## config.mk

```make
export PLATFORM = sky130hd
export DESIGN_NAME = video_src_switch
export DESIGN_NICKNAME = d
export VERILOG_FILES = /design/src/rtl/video_pkg.sv /design/src/rtl/video_delay_line.sv /design/src/rtl/video_src_switch.sv
export SDC_FILE = /design/constraint.sdc
export NUM_CORES = 1
export LEC_CHECK = 0
export CORE_MARGIN = 1
export CORE_UTILIZATION = 41
export DETAILED_ROUTE_END_ITERATION = 10
export PLACE_DENSITY_LB_ADDON = 0.15
export SLEW_MARGIN = 10
export SYNTH_ARGS = -nofsm -noshare
export SYNTH_HDL_FRONTEND = slang
export SYNTH_SLANG_ARGS = --single-unit
```

## constraint.sdc

```tcl
create_clock -name clk_i -period 2.8 [get_ports clk_i]
set_input_delay 0.84 -clock clk_i [delete_from_list [all_inputs] [get_ports clk_i]]
set_output_delay 0.84 -clock clk_i [all_outputs]
set_load 0.05 [all_outputs]
```

## src/rtl/video_pkg.sv

```systemverilog
// Shared definitions for the video source switch: fvht bit positions,
// black-level helpers and the switch FSM state encoding.
package video_pkg;

    localparam int FVHT_F   = 3;
    localparam int FVHT_V   = 2;
    localparam int FVHT_H   = 1;
    localparam int FVHT_TRS = 0;

    typedef enum logic [1:0] {
        ST_RUN   = 2'd0,
        ST_ARMED = 2'd1,
        ST_MUTE  = 2'd2
    } sw_state_e;

    // Studio-range black scaled from the 8-bit values 16/128 (64/512 at DW=10); DW >= 8.
    function automatic int black_luma(input int dw);
        return 16 << (dw - 8);
    endfunction

    function automatic int black_chroma(input int dw);
        return 128 << (dw - 8);
    endfunction

endpackage

```

## src/rtl/video_delay_line.sv

```systemverilog
// Clock-enable qualified shift register with synchronous reset; DEPTH = 0
// degenerates to a wire.
module video_delay_line #(
    parameter int WIDTH = 8,
    parameter int DEPTH = 1
) (
    input  logic             clk_i,
    input  logic             rst_i,
    input  logic             cen_i,
    input  logic [WIDTH-1:0] din,
    output logic [WIDTH-1:0] dout
);

    generate
        if (DEPTH == 0) begin : g_bypass
            assign dout = din;
        end else begin : g_shift
            logic [WIDTH-1:0] stage_reg [DEPTH];

            always_ff @(posedge clk_i) begin
                if (rst_i) begin
                    for (int i = 0; i < DEPTH; i++) begin
                        stage_reg[i] <= '0;
                    end
                end else if (cen_i) begin
                    stage_reg[0] <= din;
                    for (int i = 1; i < DEPTH; i++) begin
                        stage_reg[i] <= stage_reg[i-1];
                    end
                end
            end

            assign dout = stage_reg[DEPTH-1];
        end
    endgenerate

endmodule

```

## src/rtl/video_src_switch.sv

```systemverilog
// N-input video selector that only changes source at the vertical-blanking edge,
// optionally muting active video afterwards. Define VIDEO_SRC_SWITCH_CHKSUM_EN for the output luma checksum.
module video_src_switch
    import video_pkg::*;
#(
    parameter int NUM_SRC     = 4,
    parameter int DW          = 10,
    parameter int PIPE        = 2,
    parameter int MUTE_FRAMES = 1,
    parameter int SEL_W       = $clog2(NUM_SRC)
) (
    input  logic                      clk_i,
    input  logic                      rst_i,
    input  logic                      cen_i,
    input  logic [SEL_W-1:0]          sel_i,
    input  logic [NUM_SRC*2*DW-1:0]   vdat_i,
    input  logic [3:0]                fvht_i,
    output logic [2*DW-1:0]           video_o,
    output logic [3:0]                fvht_o,
    output logic [SEL_W-1:0]          active_sel_o,
    output logic                      busy_o,
    output logic                      sel_err_o
`ifdef VIDEO_SRC_SWITCH_CHKSUM_EN
    ,
    output logic [15:0]               chksum_o,
    output logic                      chksum_vld_o
`endif
);

    localparam int SMP_W = 2 * DW;
    localparam int CNT_W = (MUTE_FRAMES > 0) ? $clog2(MUTE_FRAMES + 1) : 1;
    localparam logic [DW-1:0]    BLACK_Y = DW'(black_luma(DW));
    localparam logic [DW-1:0]    BLACK_C = DW'(black_chroma(DW));
    localparam logic [SMP_W-1:0] BLACK   = {BLACK_Y, BLACK_C};

    sw_state_e          state_reg;
    logic [SEL_W-1:0]   active_sel_reg;
    logic [SEL_W-1:0]   pending_reg;
    logic [CNT_W-1:0]   mute_cnt_reg;
    logic               vs_prev_reg;
    logic               sel_err_reg;
    logic [SMP_W+3:0]   stage0_reg;
    logic [SMP_W+3:0]   pipe_out;
    logic [SMP_W-1:0]   mux_data;
    logic               vs_rise;
    logic               sample_active;
    logic               sel_valid;

    // Unused select codes above NUM_SRC read as zero so the mux index never leaves the array.
    logic [SMP_W-1:0] src_arr [2**SEL_W];
    generate
        for (genvar gi = 0; gi < 2**SEL_W; gi++) begin : g_src
            if (gi < NUM_SRC) begin : g_real
                assign src_arr[gi] = vdat_i[gi*SMP_W +: SMP_W];
            end else begin : g_pad
                assign src_arr[gi] = '0;
            end
        end
    endgenerate

    assign vs_rise       = fvht_i[FVHT_V] & ~vs_prev_reg;
    assign sample_active = ~fvht_i[FVHT_V] & ~fvht_i[FVHT_H];
    assign sel_valid     = (int'(sel_i) < NUM_SRC);

    always_comb begin
        mux_data = src_arr[active_sel_reg];
        if (state_reg == ST_MUTE && sample_active) begin
            mux_data = BLACK;
        end
    end

    always_ff @(posedge clk_i) begin
        if (rst_i) begin
            state_reg      <= ST_RUN;
            active_sel_reg <= '0;
            pending_reg    <= '0;
            mute_cnt_reg   <= '0;
            vs_prev_reg    <= 1'b0;
            sel_err_reg    <= 1'b0;
            stage0_reg     <= '0;
        end else if (cen_i) begin
            vs_prev_reg <= fvht_i[FVHT_V];
            stage0_reg  <= {fvht_i, mux_data};
            if (!sel_valid) begin
                sel_err_reg <= 1'b1;
            end
            case (state_reg)
                ST_RUN: begin
                    if (sel_valid && sel_i != active_sel_reg) begin
                        pending_reg <= sel_i;
                        state_reg   <= ST_ARMED;
                    end
                end
                ST_ARMED: begin
                    // The boundary wins over a same-cycle select change; that change re-arms later.
                    if (vs_rise) begin
                        active_sel_reg <= pending_reg;
                        if (MUTE_FRAMES > 0) begin
                            mute_cnt_reg <= CNT_W'(MUTE_FRAMES);
                            state_reg    <= ST_MUTE;
                        end else begin
                            state_reg <= ST_RUN;
                        end
                    end else if (sel_valid) begin
                        if (sel_i == active_sel_reg) begin
                            state_reg <= ST_RUN;
                        end else begin
                            pending_reg <= sel_i;
                        end
                    end
                end
                ST_MUTE: begin
                    if (vs_rise) begin
                        if (mute_cnt_reg <= CNT_W'(1)) begin
                            mute_cnt_reg <= '0;
                            if (sel_valid && sel_i != active_sel_reg) begin
                                pending_reg <= sel_i;
                                state_reg   <= ST_ARMED;
                            end else begin
                                state_reg <= ST_RUN;
                            end
                        end else begin
                            mute_cnt_reg <= mute_cnt_reg - 1'b1;
                        end
                    end
                end
                default: state_reg <= ST_RUN;
            endcase
        end
    end

    video_delay_line #(
        .WIDTH (SMP_W + 4),
        .DEPTH (PIPE - 1)
    ) u_delay (
        .clk_i (clk_i),
        .rst_i (rst_i),
        .cen_i (cen_i),
        .din   (stage0_reg),
        .dout  (pipe_out)
    );

    assign fvht_o       = pipe_out[SMP_W +: 4];
    assign video_o      = pipe_out[SMP_W-1:0];
    assign active_sel_o = active_sel_reg;
    assign busy_o       = (state_reg != ST_RUN);
    assign sel_err_o    = sel_err_reg;

`ifdef VIDEO_SRC_SWITCH_CHKSUM_EN
    logic [15:0] chk_acc_reg;
    logic        chk_vs_prev_reg;

    always_ff @(posedge clk_i) begin
        if (rst_i) begin
            chk_acc_reg     <= '0;
            chk_vs_prev_reg <= 1'b0;
            chksum_o        <= '0;
            chksum_vld_o    <= 1'b0;
        end else if (cen_i) begin
            chk_vs_prev_reg <= fvht_o[FVHT_V];
            chksum_vld_o    <= 1'b0;
            if (fvht_o[FVHT_V] && !chk_vs_prev_reg) begin
                chksum_o     <= chk_acc_reg;
                chk_acc_reg  <= '0;
                chksum_vld_o <= 1'b1;
            end else if (!fvht_o[FVHT_V] && !fvht_o[FVHT_H]) begin
                chk_acc_reg <= chk_acc_reg + 16'(video_o[2*DW-1:DW]);
            end
        end
    end
`endif

endmodule

```

==> impl_metrics.yaml <==
route:
  drt-vias-per-instance: 5.08
  postRouteAntennaNets: 0
  routed_wl_um: 5720
  drt_iter0_markers: 149
  wl_per_cell_um: 15.7
  num_vias: 1850
  drc: 0
  dr.pass1.iters: 4
cells_and_area:
  post-route-cell-area_um2: 3810
  n_antenna_cell: 0
  ff_latch_area_um2: 1320
  drive_above_1_share: 0.147
  post-route-util: 0.680
  fin_nets: 380
  multi_input_area_um2: 1040
  fillers: 449
  fin_cells: 364
  area_growth_pct: 56.6
run_status:
  outcome: "finished, final reports clean"
synthesis:
  ys_seq_area_frac: 0.543
  ys_top_cells_by_count: "30 x dfxtp_1, 25 x and2_1, 24 x edfxtp_1"
  synth.avg_cell_area_um2: 14.2
  syn-cell-area_um2: 2430
  synthCells: 172
  yosysWarnings: 0
  synth_top_flop_cell: "dfxtp_1"
  synth-seq-cells: 54
  post-synth-top-count-cell: "dfxtp_1"
  synth_edf_count: 24
  synth_area_leaders: "edfxtp_1 30%, dfxtp_1 25%, mux4_2 18%"
  yosysUniqueCellTypes: 27
  async_reset_ff_frac: 0
  mappedNetlistNets: 261
  yosys.area.top_type_share: 0.296
  yosysTopAreaCell: "edfxtp_1"
critical_path:
  crit_chain: "or2_2 -> clkdlybuf4s50_1"
  critPathRequiredTime_ps: 1960
  reg2reg_from: "active_sel_o[0]$_SDFFE_PP0P_"
  end_kind: "primary output"
  arrival_ps: 1700
  startpoint_type: "register"
  endpoint: "busy_o"
  critical_path_class: "reg -> out"
  r2r_slack_ps: 1000
  r2r-end: "pending_reg[0]$_SDFFE_PP0P_"
  critPathLaunch: "state_reg[0]$_SDFFE_PP0P_"
  critPathSlowestCell: "clkdlybuf4s50_1"
  ff2ff_path_depth: 5
  crit_path_max_incr_delay_ps: 700
  critPathMaxFanout: 6
timing:
  setup_viol: 0
  min_period_ps: 2540
  max_slew.worst_pin.slew_ps: 528
  clock_skew_ps: 12.8
  maxSlewViolCount: 0
  fin_crit_sh: 0.908
  rsz0062_at_grt: "false"
  finalHoldViolations: 0
  holdWs_ps: 476
  max_slew_margin: 0.647
  fin_setup_tns_ps: 0
  setup_ws_ps: 259
  clock.fmax_mhz: 394
floorplan:
  die_area_um2: 6250
  die_y_um: 79.1
  ioPinCount: 117
  core_um2: 5610
  start_util: 0.434
  dieWidth_um: 79.1
  std_cell_rows: 27
clock_network:
  ctsHoldBuffers: 0
  cts_root_buf: "clkbuf_8"
  clock_path_buffers: 2
  numClockSinks: 54
  cts.repair.resized: 0
  clkTransAtPathRegs_ps: 100
  clkLatencyLatePin_ps: 300
  postCtsSetupRepairBufs: 0
  h-tree-depth: 2
  cts_tree: "done"
  numCtsBuffers: 5
placed_design:
  hpwl_um: 4360
  gp_congestion: 0.830
  place_inst: 356
  dp_slack_ps: 379
  placed_cell_area_um2: 3700
  port_buffers: 115
worst_hold_path:
  hold_class: "reg -> reg"
  hold_depth: 1
grt:
  grt_max_degree: 25
  grt_usage: 0.191
  antenna_found_initial: 0
  grt_remaining_overflow: 0
  grt_pass1_vias: 1886
  grt_pass1_wl_um: 8960
pwr:
  p_leak_nw: 1.43
  total_power_mw: 1.78
  vdd_drop_max_uv: 217
  power_density_nw_per_um2: 465
job:
  cap_violations: 0
worst max-delay path: cells and delay by family (launching register included):
kind                   cells  cell delay [ps]
AND/OR/NAND/NOR            1              320
buffers and inverters      1              700
flip-flops                 1              380
routing by layer:
metal / global-route usage / part of all wire / up-vias
met1: 0.244 / 0.44 / 881
li1: - / - / 882
met2: 0.325 / 0.47 / 82
met4: 0.0600 / 0.0096 / 0
met3: 0.0368 / 0.074 / 5
met5: 0 / 0 / -
worst min path at each step:
stage	slack, ps	endpoint	from
CTS	480	stage0_reg[8]$_SDFFE_PP0P_	stage0_reg[8]$_SDFFE_PP0P_
floorplan	440	stage0_reg[0]$_SDFFE_PP0P_	stage0_reg[0]$_SDFFE_PP0P_
global route	490	stage0_reg[11]$_SDFFE_PP0P_	stage0_reg[11]$_SDFFE_PP0P_
finish	480	stage0_reg[5]$_SDFFE_PP0P_	stage0_reg[5]$_SDFFE_PP0P_
detailed placement	460	stage0_reg[5]$_SDFFE_PP0P_	stage0_reg[5]$_SDFFE_PP0P_
global placement	450	stage0_reg[4]$_SDFFE_PP0P_	stage0_reg[4]$_SDFFE_PP0P_
placed cells by master, fill, tap and decap left out, drive strengths merged:
cell type / synthesis / final
xor2: 2 / 2
or4b: 1 / 1
o22ai: 2 / 2
nor2: 10 / 10
buf: 6 / 11
clkdlybuf4s50: 0 / 113
a21oi: 1 / 1
nand2b: 4 / 4
or2: 1 / 1
or2b: 1 / 1
o21ai: 2 / 2
bufinv: 0 / 1
a211oi: 1 / 1
nand2: 2 / 2
a22o: 18 / 18
nor2b: 3 / 3
o21ba: 1 / 1
mux4: 20 / 20
edfxtp: 24 / 24
inv: 1 / 1
dfxtp: 30 / 30
and2: 26 / 26
clkbuf: 6 / 7
mux2i: 8 / 8
nor3: 1 / 1
conb: 1 / 1
where the power goes:
group | total [mW] | internal, mW | switching, mW
Clock | 0.532 | 0.292 | 0.241
Sequential | 0.888 | 0.867 | 0.0203
Combinational | 0.355 | 0.201 | 0.154
Total | 1.78 | 1.36 | 0.415
cell type report:
class | count | share of cell area
Clock buffer | 7 | 0.0226
Inverter | 1 | 0.000984
Clock inverter | 1 | 0.00787
Sequential cell | 54 | 0.347
Multi-Input combinational cell | 105 | 0.273
Tap cell | 72 | 0.0236
Timing Repair Buffer | 124 | 0.325
logic make-up (layout without fill, tap and decap cells):
family,count (synthesis),after routing,synth area share
other,1,1,0.00154
AOI/OAI and AO/OA,25,25,0.0853
and+or+nand+nor,49,49,0.116
DFF,54,54,0.543
xor gates and xnor gates,2,2,0.00720
buffers and inverters,13,133,0.0293
muxes,28,28,0.218
(Power assumes the default switching activity.)
